===== src/rtl/leaf_arb2_pkg.sv =====
// Shared types for the two-to-one leaf arbiter: packet type, valid-bit index, port index.
package leaf_arb_pkg;

  localparam int PKT_W     = 49;
  localparam int VALID_BIT = PKT_W - 1;

  typedef logic [PKT_W-1:0] pkt_t;
  typedef logic             port_t;

  function automatic logic pkt_valid(input pkt_t p);
    return p[VALID_BIT];
  endfunction

endpackage


===== src/rtl/leaf_arb2_if.sv =====
// Page-side and BFT-side signals of the leaf arbiter; slave is the arbiter, master drives it.
interface leaf_arb2_if;
  import leaf_arb_pkg::*;

  pkt_t       din_0;
  pkt_t       din_1;
  logic       full_0;
  logic       full_1;
  pkt_t       dout;
  port_t      dout_src;
  logic       ready;
  logic       resend;
  logic [1:0] overflow;

  modport master (
    output din_0, din_1, ready, resend,
    input  full_0, full_1, dout, dout_src, overflow
  );

  modport slave (
    input  din_0, din_1, ready, resend,
    output full_0, full_1, dout, dout_src, overflow
  );

endinterface


===== src/rtl/leaf_arb2_fifo.sv =====
// leaf_fifo: single-clock ingress FIFO with count and registered full flag.
// A write at the same edge as a read always succeeds, even when full.
module leaf_fifo
  import leaf_arb_pkg::*;
#(
  parameter int DEPTH = 4
) (
  input  logic clk,
  input  logic reset_n,
  input  pkt_t wr_data,
  input  logic rd,
  output pkt_t rd_data,
  output logic empty,
  output logic full,
  output logic drop
);

  localparam int AW = $clog2(DEPTH);
  localparam int CW = AW + 1;

  pkt_t           mem [DEPTH];
  logic [AW-1:0]  wr_ptr;
  logic [AW-1:0]  rd_ptr;
  logic [CW-1:0]  count;
  logic [CW-1:0]  count_next;
  logic           wr_req;
  logic           wr;

  assign wr_req  = pkt_valid(wr_data);
  assign wr      = wr_req && (!full || rd);
  assign drop    = wr_req && full && !rd;
  assign empty   = (count == '0);
  assign rd_data = mem[rd_ptr];

  always_comb begin
    count_next = count;
    case ({wr, rd})
      2'b10:   count_next = count + 1'b1;
      2'b01:   count_next = count - 1'b1;
      default: count_next = count;
    endcase
  end

  always_ff @(posedge clk) begin
    if (wr) mem[wr_ptr] <= wr_data;
  end

  always_ff @(posedge clk or negedge reset_n) begin
    if (!reset_n) begin
      wr_ptr <= '0;
      rd_ptr <= '0;
      count  <= '0;
      full   <= 1'b0;
    end else begin
      if (wr) wr_ptr <= wr_ptr + 1'b1;
      if (rd) rd_ptr <= rd_ptr + 1'b1;
      count <= count_next;
      full  <= (count_next == CW'(DEPTH));
    end
  end

endmodule


===== src/rtl/leaf_arb2.sv =====
// leaf_arb2: merges two page packet streams onto one BFT leaf port with burst-limited
// round-robin, registered output, backpressure and single-packet replay. Macro: LEAF_ARB2_STATS_EN.
module leaf_arb2
  import leaf_arb_pkg::*;
#(
  parameter int FIFO_DEPTH = 4,
  parameter int MAX_BURST  = 8
) (
  input  logic        clk,
  input  logic        reset_n,
  leaf_arb2_if.slave  bus
`ifdef LEAF_ARB2_STATS_EN
  ,
  output logic [31:0] pkt_cnt_0,
  output logic [31:0] pkt_cnt_1,
  output logic [15:0] drop_cnt
`endif
);

  localparam int BC_W = $clog2(MAX_BURST) + 1;
  localparam logic [BC_W-1:0] BC_MAX = BC_W'(MAX_BURST);

  pkt_t            head_0, head_1;
  logic            empty_0, empty_1;
  logic            drop_0, drop_1;
  logic            rd_0, rd_1;

  pkt_t            dout_q;
  port_t           src_q;
  pkt_t            last_pkt;
  port_t           last_src;
  logic            resend_pend;
  port_t           g;
  logic [BC_W-1:0] bc;
  logic [1:0]      overflow_q;

  logic            load;
  logic            accept;
  logic            resend_req;
  logic            gnt_valid;
  port_t           gnt;
  logic            take;

  leaf_fifo #(.DEPTH(FIFO_DEPTH)) u_fifo_0 (
    .clk     (clk),
    .reset_n (reset_n),
    .wr_data (bus.din_0),
    .rd      (rd_0),
    .rd_data (head_0),
    .empty   (empty_0),
    .full    (bus.full_0),
    .drop    (drop_0)
  );

  leaf_fifo #(.DEPTH(FIFO_DEPTH)) u_fifo_1 (
    .clk     (clk),
    .reset_n (reset_n),
    .wr_data (bus.din_1),
    .rd      (rd_1),
    .rd_data (head_1),
    .empty   (empty_1),
    .full    (bus.full_1),
    .drop    (drop_1)
  );

  assign load       = !pkt_valid(dout_q) || bus.ready;
  assign accept     = pkt_valid(dout_q) && bus.ready;
  assign resend_req = bus.resend || resend_pend;

  always_comb begin
    gnt_valid = !empty_0 || !empty_1;
    gnt       = 1'b0;
    if (!empty_0 && !empty_1) begin
      // bc is zero only before the first grant, so that tie goes to ~g (port 0)
      gnt = (bc != '0 && bc < BC_MAX) ? g : ~g;
    end else if (!empty_1) begin
      gnt = 1'b1;
    end
  end

  assign take = load && !resend_req && gnt_valid;
  assign rd_0 = take && (gnt == 1'b0);
  assign rd_1 = take && (gnt == 1'b1);

  always_ff @(posedge clk or negedge reset_n) begin
    if (!reset_n) begin
      dout_q      <= '0;
      src_q       <= 1'b0;
      last_pkt    <= '0;
      last_src    <= 1'b0;
      resend_pend <= 1'b0;
      g           <= 1'b1;
      bc          <= '0;
      overflow_q  <= 2'b00;
    end else begin
      overflow_q <= overflow_q | {drop_1, drop_0};
      if (accept) begin
        last_pkt <= dout_q;
        last_src <= src_q;
      end
      if (load) begin
        if (resend_req) begin
          // Before any acceptance last_pkt is all zeros, so the replay emits nothing
          dout_q      <= last_pkt;
          src_q       <= last_src;
          resend_pend <= 1'b0;
        end else if (gnt_valid) begin
          dout_q <= gnt ? head_1 : head_0;
          src_q  <= gnt;
          g      <= gnt;
          if (gnt == g) bc <= (bc == BC_MAX) ? bc : bc + 1'b1;
          else          bc <= BC_W'(1);
        end else begin
          dout_q <= '0;
          src_q  <= 1'b0;
        end
      end else if (bus.resend) begin
        resend_pend <= 1'b1;
      end
    end
  end

  assign bus.dout     = dout_q;
  assign bus.dout_src = src_q;
  assign bus.overflow = overflow_q;

`ifdef LEAF_ARB2_STATS_EN
  logic [16:0] drop_sum;
  assign drop_sum = {1'b0, drop_cnt} + 17'(drop_0) + 17'(drop_1);

  always_ff @(posedge clk or negedge reset_n) begin
    if (!reset_n) begin
      pkt_cnt_0 <= '0;
      pkt_cnt_1 <= '0;
      drop_cnt  <= '0;
    end else begin
      if (accept && !src_q) pkt_cnt_0 <= pkt_cnt_0 + 1'b1;
      if (accept &&  src_q) pkt_cnt_1 <= pkt_cnt_1 + 1'b1;
      drop_cnt <= drop_sum[16] ? 16'hFFFF : drop_sum[15:0];
    end
  end
`endif

endmodule

===== src/flat_wrapper.sv =====
// flat-port wrapper written by rule: the top's interface ports become plain ports
module leaf_arb2_flat import leaf_arb_pkg::*;
#(
  parameter int FIFO_DEPTH = 4,
  parameter int MAX_BURST  = 8
)
  (clk, reset_n, bus_din_0, bus_din_1, bus_ready, bus_resend, bus_full_0, bus_full_1, bus_dout, bus_dout_src, bus_overflow);
  leaf_arb2_if bus_i ();
  input  logic clk;
  input  logic reset_n;
  input wire logic [$bits(bus_i.din_0)-1:0] bus_din_0;
  input wire logic [$bits(bus_i.din_1)-1:0] bus_din_1;
  input wire logic [$bits(bus_i.ready)-1:0] bus_ready;
  input wire logic [$bits(bus_i.resend)-1:0] bus_resend;
  output wire logic [$bits(bus_i.full_0)-1:0] bus_full_0;
  output wire logic [$bits(bus_i.full_1)-1:0] bus_full_1;
  output wire logic [$bits(bus_i.dout)-1:0] bus_dout;
  output wire logic [$bits(bus_i.dout_src)-1:0] bus_dout_src;
  output wire logic [$bits(bus_i.overflow)-1:0] bus_overflow;
  assign bus_i.din_0 = bus_din_0;
  assign bus_i.din_1 = bus_din_1;
  assign bus_i.ready = bus_ready;
  assign bus_i.resend = bus_resend;
  assign bus_full_0 = bus_i.full_0;
  assign bus_full_1 = bus_i.full_1;
  assign bus_dout = bus_i.dout;
  assign bus_dout_src = bus_i.dout_src;
  assign bus_overflow = bus_i.overflow;
  leaf_arb2 #(.FIFO_DEPTH(FIFO_DEPTH), .MAX_BURST(MAX_BURST)) u_core (.clk(clk), .reset_n(reset_n), .bus(bus_i));
endmodule

===== config.mk =====
export PLATFORM = sky130hd
export DESIGN_NAME = leaf_arb2_flat
export DESIGN_NICKNAME = d
export VERILOG_FILES = /design/src/rtl/leaf_arb2_pkg.sv /design/src/rtl/leaf_arb2_if.sv /design/src/rtl/leaf_arb2_fifo.sv /design/src/rtl/leaf_arb2.sv /design/src/flat_wrapper.sv
export SDC_FILE = /design/constraint.sdc
export NUM_CORES = 1
export LEC_CHECK = 0
export BUFFER_PORTS_ARGS = -buffer_cell sky130_fd_sc_hd__buf_4
export CAP_MARGIN = 20
export CELL_PAD_IN_SITES_DETAIL_PLACEMENT = 0
export CELL_PAD_IN_SITES_GLOBAL_PLACEMENT = 1
export CORE_MARGIN = 1
export CORE_UTILIZATION = 56
export CTS_BUF_LIST = sky130_fd_sc_hd__clkbuf_4 sky130_fd_sc_hd__clkbuf_8 sky130_fd_sc_hd__clkbuf_16
export CTS_CLUSTER_SIZE = 14
export DETAILED_ROUTE_END_ITERATION = 10
export GPL_TIMING_DRIVEN = 1
export HOLD_SLACK_MARGIN = 0.1
export PLACE_DENSITY_LB_ADDON = 0.05
export SETUP_SLACK_MARGIN = 0.1
export SLEW_MARGIN = 20
export SYNTH_ARGS = -nofsm -noshare
export SYNTH_HDL_FRONTEND = slang
export SYNTH_HIERARCHICAL = 1
export SYNTH_SLANG_ARGS = --single-unit

===== constraint.sdc =====
create_clock -name clk -period 5.4 [get_ports clk]
set_input_delay 1.35 -clock clk [delete_from_list [all_inputs] [get_ports clk]]
set_output_delay 1.35 -clock clk [all_outputs]
set_load 0.005 [all_outputs]

==> results.txt, run 1 <==
----------------------------------------------------
[Worst hold path]
  Cell count of the worst hold path ... 1
  Min-Delay Endpoint ... u_core/bus.overflow[1]
  Launch point of the worst hold path ... u_core/bus.overflow[1]
  Hold/Removal Path Class ... flip-flop to flip-flop

[Critical path]
  Critical path's top delay family ... simple AND/OR/NAND/NOR gates
  Required arrival time at the worst endpoint ... 5.60 ns
  Startpoint-to-endpoint class of the critical path ... input port to flip-flop
  Worst reg2reg path depth ... 7
  R2R Setup Slk ... 1.75 ns
  Destination of the worst register-to-register timing path ... u_core/u_fifo_0/mem[3][27]
  CP most frequent cell ... buf_4
  FF-to-FF Start ... u_core/u_fifo_1/count[0]
  Cell chain of the critical path ... buf_4, or2_1, a21oi_4, buf_4, and3_1, inv_1, a21boi_2, and2_4
  Slowest stage cell, crit path ... and2_4
  Arrival time of the worst setup path ... 3.86 ns
  Capturing element type of the critical path ... flip-flop
  Buffers and inverters on the worst path ... 3
  Category of the worst setup path launch point ... input port
  Largest fanout on the critical path ... 49
  Highest cell delay on the worst timing path ... 0.77 ns

[Cells and area]
  Fin nets ... 1309
  Count of antenna diodes in the layout ... 0
  Commonest cells after routing, fill and taps aside ... edfxtp_1, buf_4, dfrtp_1, mux4_2, clkbuf_16
  Most common cell after layout, fill and taps aside ... edfxtp_1
  Share of cells above drive strength 1 ... 35.0%
  Post-route cell area ... 23500 um2
  Non-filler instance count after layout ... 1699
  Layout overhead on the synthesized area ... 16.5%
  Filler instances ... 2404

[CTS]
  Hold-fix buffers at CTS ... 0
  Post-CTS setup buffer count ... 0
  Count of clock tree sinks ... 516
  Clock tree from TritonCTS ... built
  Clock insertion delay at the later pin of the skew report ... 0.58 ns
  Cts bufs inserted ... 52
  Maximum number of buffers from clock root to sink ... 3
  Root Buffer ... clkbuf_16
  Quantity of gates resized following cts ... 0
  H-tree lvl count ... 2
  Clock slew at the register clock pins of the worst setup and hold paths ... 0.06 ns

[Timing]
  Endpoints failing hold ... 0
  Final Skew ... 0.0111 ns
  Sum Neg Setup Slack ... 0 ns
  Transition time at the pin with the least slew margin ... 0.876 ns
  Count of endpoints failing setup in the final report ... 0
  Time the worst path needs with I/O delays and setup ... 3.66 ns
  Crit share post-route ... 67.7%
  RSZ-0062 raised after global routing ... false
  Final slew viol count ... 0
  Top achievable clock speed ... 274 MHz
  Rel. slew slack ... 41.6%
  Fin Hold WS ... 0.475 ns

[Detailed routing]
  Highest metal used ... met4
  Met2 Routed Length ... 20.9 mm
  Routed length on met3 ... 2.14 mm
  Detailed Route Iter0 Violations ... 527
  Post-Route WL ... 42.3 mm
  Antenna violation net count after detailed routing ... 0
  Wirelength per Cell ... 24.9 um
  Total number of vias ... 10200
  First-pass iteration count of the detailed router ... 5
  Vias per cell ... 6.01
  DRC Markers ... 0
  Post-Route M1 WL ... 18.4 mm

[Floorplanning]
  Number of placed I/O pins ... 156
  Starting utilization of the core area ... 56.8%
  Chip width ... 192 um
  Std-Cell Core Area ... 35500 um2
  Die height ... 192 um
  Standard-cell rows ... 69
  Die Outline Area ... 36700 um2

[GRT]
  First-pass GRT wire length ... 63.7 mm
  Pin count of the biggest net entering global routing ... 67
  Overall fraction of global-route tracks in use ... 23.9%
  Vias in the first global route ... 10600
  Total global routing overflow ... 0
  Antenna violations before repair ... 0

[Synthesis]
  Count of cell types in the netlist ... 51
  Cell area after synthesis ... 20100 um2
  Sequential share of the synthesized area ... 73.8%
  Leading area contributor after synthesis ... edfxtp_1
  Cells after synthesis ... 1031
  Leading register cell type out of synthesis ... edfxtp_1
  Fraction of synthesized cell area taken by the top area cell type ... 58.4%
  Yosys reg bits ... 516
  Average size of a mapped cell ... 19.5 um2
  Top post-synthesis cells by area ... edfxtp_1, dfrtp_1, mux4_2
  Net count after synthesis ... 1145
  Post-synth ARST share ... 24.0%
  Synth warn ... 6
  Number of flops mapped to enable cells by yosys ... 392

[Placed design]
  Instance count after placement with tap cells included ... 1602
  Final weighted congestion of routability-driven global placement ... 0.717
  HPWL after DPL ... 25.1 mm
  Count of port buffers added during placement ... 155
  Dpl cell area ... 21700 um2

[Pwr]
  Leakage power ... 8.55 nW
  Overall power after layout ... 0.0133 W
  Areal power density over the cells ... 568 nW/um2
  Max rail drop VDD ... 0.000521 V

[Run]
  Maxcap violations ... 0

[Run status]
  Outcome ... finished, final reports clean

----------------------------------------------------
metal layers:
layer | vias to the layer above | track usage (%)
met5 | - | 0
met3 | 58 | 4.17
met2 | 268 | 39.4
li1 | 4474 | -
met1 | 5419 | 33.0
met4 | 0 | 7.14
metrics by stage:
step / setup slack, ns / util (%)
after floorplan: 1.17 / -
final: 1.74 / 66.2
after detailed placement: 1.17 / 61.3
after global placement: 1.22 / 61.3
after global routing: 1.56 / 66.2
after CTS: 1.75 / 66.2
synth_stat cells, types with 3 or more instances:
cell type	instances
a21oi_1	3
a22oi_1	48
and2_1	8
and3_1	3
buf_1	5
buf_2	7
buf_4	11
buf_8	4
clkbuf_1	28
dfrtp_1	123
edfxtp_1	392
ha_1	10
inv_1	15
mux2_2	51
mux2i_1	51
mux4_2	98
nand2_1	10
nor2_1	9
nor3_1	5
o211ai_1	3
o21ai_0	51
o21ai_1	46
xnor2_1	6
report_power, final:
group	total, W	switching [W]	internal (W)
Combinational	0.00360	0.00177	0.00183
Clock	0.00361	0.00145	0.00217
Sequential	0.00612	0.000758	0.00536
Total	0.0133	0.00398	0.00936
how the worst max path moves through the flow:
stage | from | end | cells past startpoint
floorplan | bus_resend | u_core/u_fifo_0/mem[0][0] | 7
global placement | bus_resend | u_core/u_fifo_1/mem[2][27] | 8
detailed placement | bus_resend | u_core/u_fifo_1/mem[3][27] | 8
CTS | u_core/u_fifo_1/count[0] | u_core/u_fifo_0/mem[1][33] | 7
global route | u_core/u_fifo_1/count[0] | u_core/u_fifo_0/mem[1][27] | 7
finish | bus_resend | u_core/u_fifo_1/mem[3][25] | 8
cells by family after synthesis:
group / after synthesis / synth area share (%)
adders and majority gates: 12 / 0.820
and+or+nand+nor: 57 / 1.71
DFF: 516 / 73.8
muxes: 200 / 16.3
xor gates and xnor gates: 8 / 0.348
AOI/OAI and AO/OA: 167 / 5.11
buffers and inverters: 71 / 1.83
flip-flops by register name (all words and copies together), names as in the netlist, 2 cells and up:
name and cells:
u_core/bc 4, u_core/bus.dout 49, u_core/bus.overflow 2, u_core/last_pkt 49
u_core/u_fifo_0/count 3, u_core/u_fifo_0/mem 196, u_core/u_fifo_0/rd_ptr 2, u_core/u_fifo_0/wr_ptr 2
u_core/u_fifo_1/count 3, u_core/u_fifo_1/mem 196, u_core/u_fifo_1/rd_ptr 2, u_core/u_fifo_1/wr_ptr 2
final cells by class:
class / instances / area, um2 / area share, %
Inverter: 15 / 56.3 / 0.240
Multi-Input combinational cell: 444 / 4960 / 21.1
Tap cell: 461 / 577 / 2.46
Timing Repair Buffer: 166 / 1250 / 5.32
Clock buffer: 71 / 1490 / 6.33
Sequential cell: 516 / 14900 / 63.4
Clock inverter: 26 / 259 / 1.10
Note: power is estimated with default switching activity, not from simulation.
==> run 2, diff against run 1 <==
CORE_UTILIZATION = 47   (was 56)
clock period = 3.06 ns   (was 5.4 ns; I/O delays follow)
==> results.txt, run 2 (same netlist as run 1, synthesis figures left out) <==
----------------------------------------------------
[GRT]
  Vias in the first global route ... 10700 (+0.32%)
  Overall fraction of global-route tracks in use ... 21.3% (-2.6 points)
  First-pass GRT wire length ... 68.2 mm (+7.1%)
  Total global routing overflow ... 0 (unchanged)
  Pin count of the biggest net entering global routing ... 53 (-21%)
  Antenna violations before repair ... 1 (+1)

[CTS]
  Root Buffer ... clkbuf_16
  Count of clock tree sinks ... 516 (unchanged)
  Hold-fix buffers at CTS ... 0 (unchanged)
  Maximum number of buffers from clock root to sink ... 3 (unchanged)
  Clock tree from TritonCTS ... built
  Cts bufs inserted ... 53 (+1.9%)
  Clock slew at the register clock pins of the worst setup and hold paths ... 0.06 ns (about the same)
  H-tree lvl count ... 2 (unchanged)
  Clock insertion delay at the later pin of the skew report ... 0.59 ns (about the same)

[Floorplanning]
  Starting utilization of the core area ... 47.8% (-9.0 points)
  Die height ... 209 um (+9.1%)
  Chip width ... 209 um (+9.1%)
  Standard-cell rows ... 75 (+8.7%)
  Die Outline Area ... 43700 um2 (+19%)
  Number of placed I/O pins ... 156 (unchanged)
  Std-Cell Core Area ... 42100 um2 (+19%)

[Placed design]
  Count of port buffers added during placement ... 155 (unchanged)
  HPWL after DPL ... 29.0 mm (+15%)
  Final weighted congestion of routability-driven global placement ... 0.725 (+1.2%)
  Instance count after placement with tap cells included ... 1710 (+6.7%)

[Worst hold path]
  Hold/Removal Path Class ... input port to asynchronous set/reset pin

[Critical path]
  Required arrival time at the worst endpoint ... 3.52 ns (-2.08 ns)
  Arrival time of the worst setup path ... 3.28 ns (-0.58 ns)
  Largest fanout on the critical path ... 4 (-92%)
  Startpoint-to-endpoint class of the critical path ... flip-flop to flip-flop
  Worst reg2reg path depth ... 12 (+5)
  Capturing element type of the critical path ... flip-flop
  First element of the critical path ... u_core/bc[0]
  FF-to-FF Start ... u_core/bc[0]
  Category of the worst setup path launch point ... flip-flop

[Cells and area]
  Commonest cells after routing, fill and taps aside ... edfxtp_1, buf_4, dfrtp_1, mux4_2, clkbuf_16
  Count of antenna diodes in the layout ... 0 (unchanged)
  Non-filler instance count after layout ... 1811 (+6.6%)
  Fin nets ... 1341 (+2.4%)
  Most common cell after layout, fill and taps aside ... edfxtp_1
  Layout overhead on the synthesized area ... 19.7%
  Post-route core utilization ... 57.2% (-8.9 points)
  Share of cells above drive strength 1 ... 37.7% (+2.8 points)
  Top Registers ... u_core/u_fifo_0/mem (196), u_core/u_fifo_1/mem (196)

[Detailed routing]
  Wirelength per Cell ... 25.1 um (+0.95%)
  Highest metal used ... met5
  Detailed Route Iter0 Violations ... 649 (+23%)
  Post-Route M1 WL ... 19.8 mm (+7.6%)
  Routed length on met3 ... 1.94 mm (-9.5%)
  First-pass iteration count of the detailed router ... 4 (-1)
  DRC Markers ... 0 (unchanged)
  Total number of vias ... 10200 (+0.0098%)
  Post-Route WL ... 45.5 mm (+7.6%)
  Vias per cell ... 5.64 (-6.2%)
  Met2 Routed Length ... 23.1 mm (+10%)
  Antenna violation net count after detailed routing ... 0 (unchanged)

[Timing]
  Time the worst path needs with I/O delays and setup ... 2.82 ns
  Count of endpoints failing setup in the final report ... 0 (unchanged)
  Rel. slew slack ... 50.8% (+9.2 points)
  Top achievable clock speed ... 355 MHz
  Transition time at the pin with the least slew margin ... 0.738 ns (-0.139 ns)
  Crit share post-route ... 92.1%
  Fin Hold WS ... 0.164 ns (-0.311 ns)
  Final Skew ... 0.0129 ns (+0.00175 ns)
  RSZ-0062 raised after global routing ... false
  Final slew viol count ... 0 (unchanged)
  Sum Neg Setup Slack ... 0 ns (unchanged)
  Endpoints failing hold ... 0 (unchanged)

[Run]
  Maxcap violations ... 0 (unchanged)

[Pwr]
  Leakage power ... 8.81 nW (+3.0%)
  Max rail drop VDD ... 0.000620 V (+19%)
  Overall power after layout ... 0.0240 W (+80%)
  Areal power density over the cells ... 995 nW/um2 (+75%)

[Run status]
  Outcome ... finished, final reports clean

----------------------------------------------------
## run 2: cell count changes in the layout (fill, tap and decap cells not counted), moves of 3 or more
cell / before / now
buf_4: 165 / 175
clkinv_2: 7 / 12
clkinvlp_4: 3 / 0
clkbuf_4: 14 / 20
clkbuf_8: 4 / 1
buf_12: 0 / 21
nor3_1: 4 / 1
bufinv_16: 5 / 2
## run 2: repair_timing
action                                  in CTS  in global routing
pin swaps                                    0                  8
buffers inserted                             0                  1
endpoints found under the setup margin       1                 92
gates resized for setup                      1                 14
## run 2: per-stage QoR
| step | setup WS (ns) | area (um2) |
|---|---|---|
| final | 0.243 | 24100 |
| after global routing | 0.0946 | 24100 |
| after CTS | 0.116 | 24000 |
| after detailed placement | 0.0258 | 22300 |
| after global placement | 0.0975 | 22300 |
| after floorplan | 0.0323 | 20200 |
## run 2: power breakdown
| part | switching (W) | internal (W) | total (W) |
|---|---|---|---|
| Combinational | 0.00349 | 0.00364 | 0.00714 |
| Clock | 0.00259 | 0.00367 | 0.00626 |
| Sequential | 0.00115 | 0.00943 | 0.0106 |
## run 2: final cells by class
cell class                 instances  area, um2
fill                            3228      18000
inverter                          15       56.3
timing repair buffer             197       1750
clock inverter                    24        168
clock buffer                      76       1540
multi-input combinational        444       5040
sequential                       516      14900
tap                              539        674
## run 2: per-layer routing
layer,GRT usage (%),vias to the layer above
li1,-,4552
met1,29.2,5367
met2,35.7,242
met3,3.73,57
met4,5.05,2
met5,0,-
## run 2: final timing paths
| check | end | slack (ns) |
|---|---|---|
| max in group asynchronous | u_core/bus.dout[26] | 2.13 |
| worst min-delay path | u_core/u_fifo_0/full | 0.16 |
| worst max register to register | u_core/u_fifo_1/full | 0.24 |
| worst max-delay path | u_core/u_fifo_1/full | 0.24 |
| min in group clk | u_core/u_fifo_1/mem[3][40] | 0.38 |
| worst min register to register | u_core/last_pkt[48] | 0.47 |
## run 2: critical path, stage by stage (launching register included)
cell      delay [ns]
dfrtp_1         0.38
inv_2           0.05
ha_1            0.19
nor2b_4         0.14
o211a_1         0.25
nor3_4          0.22
and3_4          0.23
nor2b_4         0.18
inv_2           0.05
fa_2            0.41
nor4b_4         0.32
o21a_1          0.20
a211oi_2        0.05
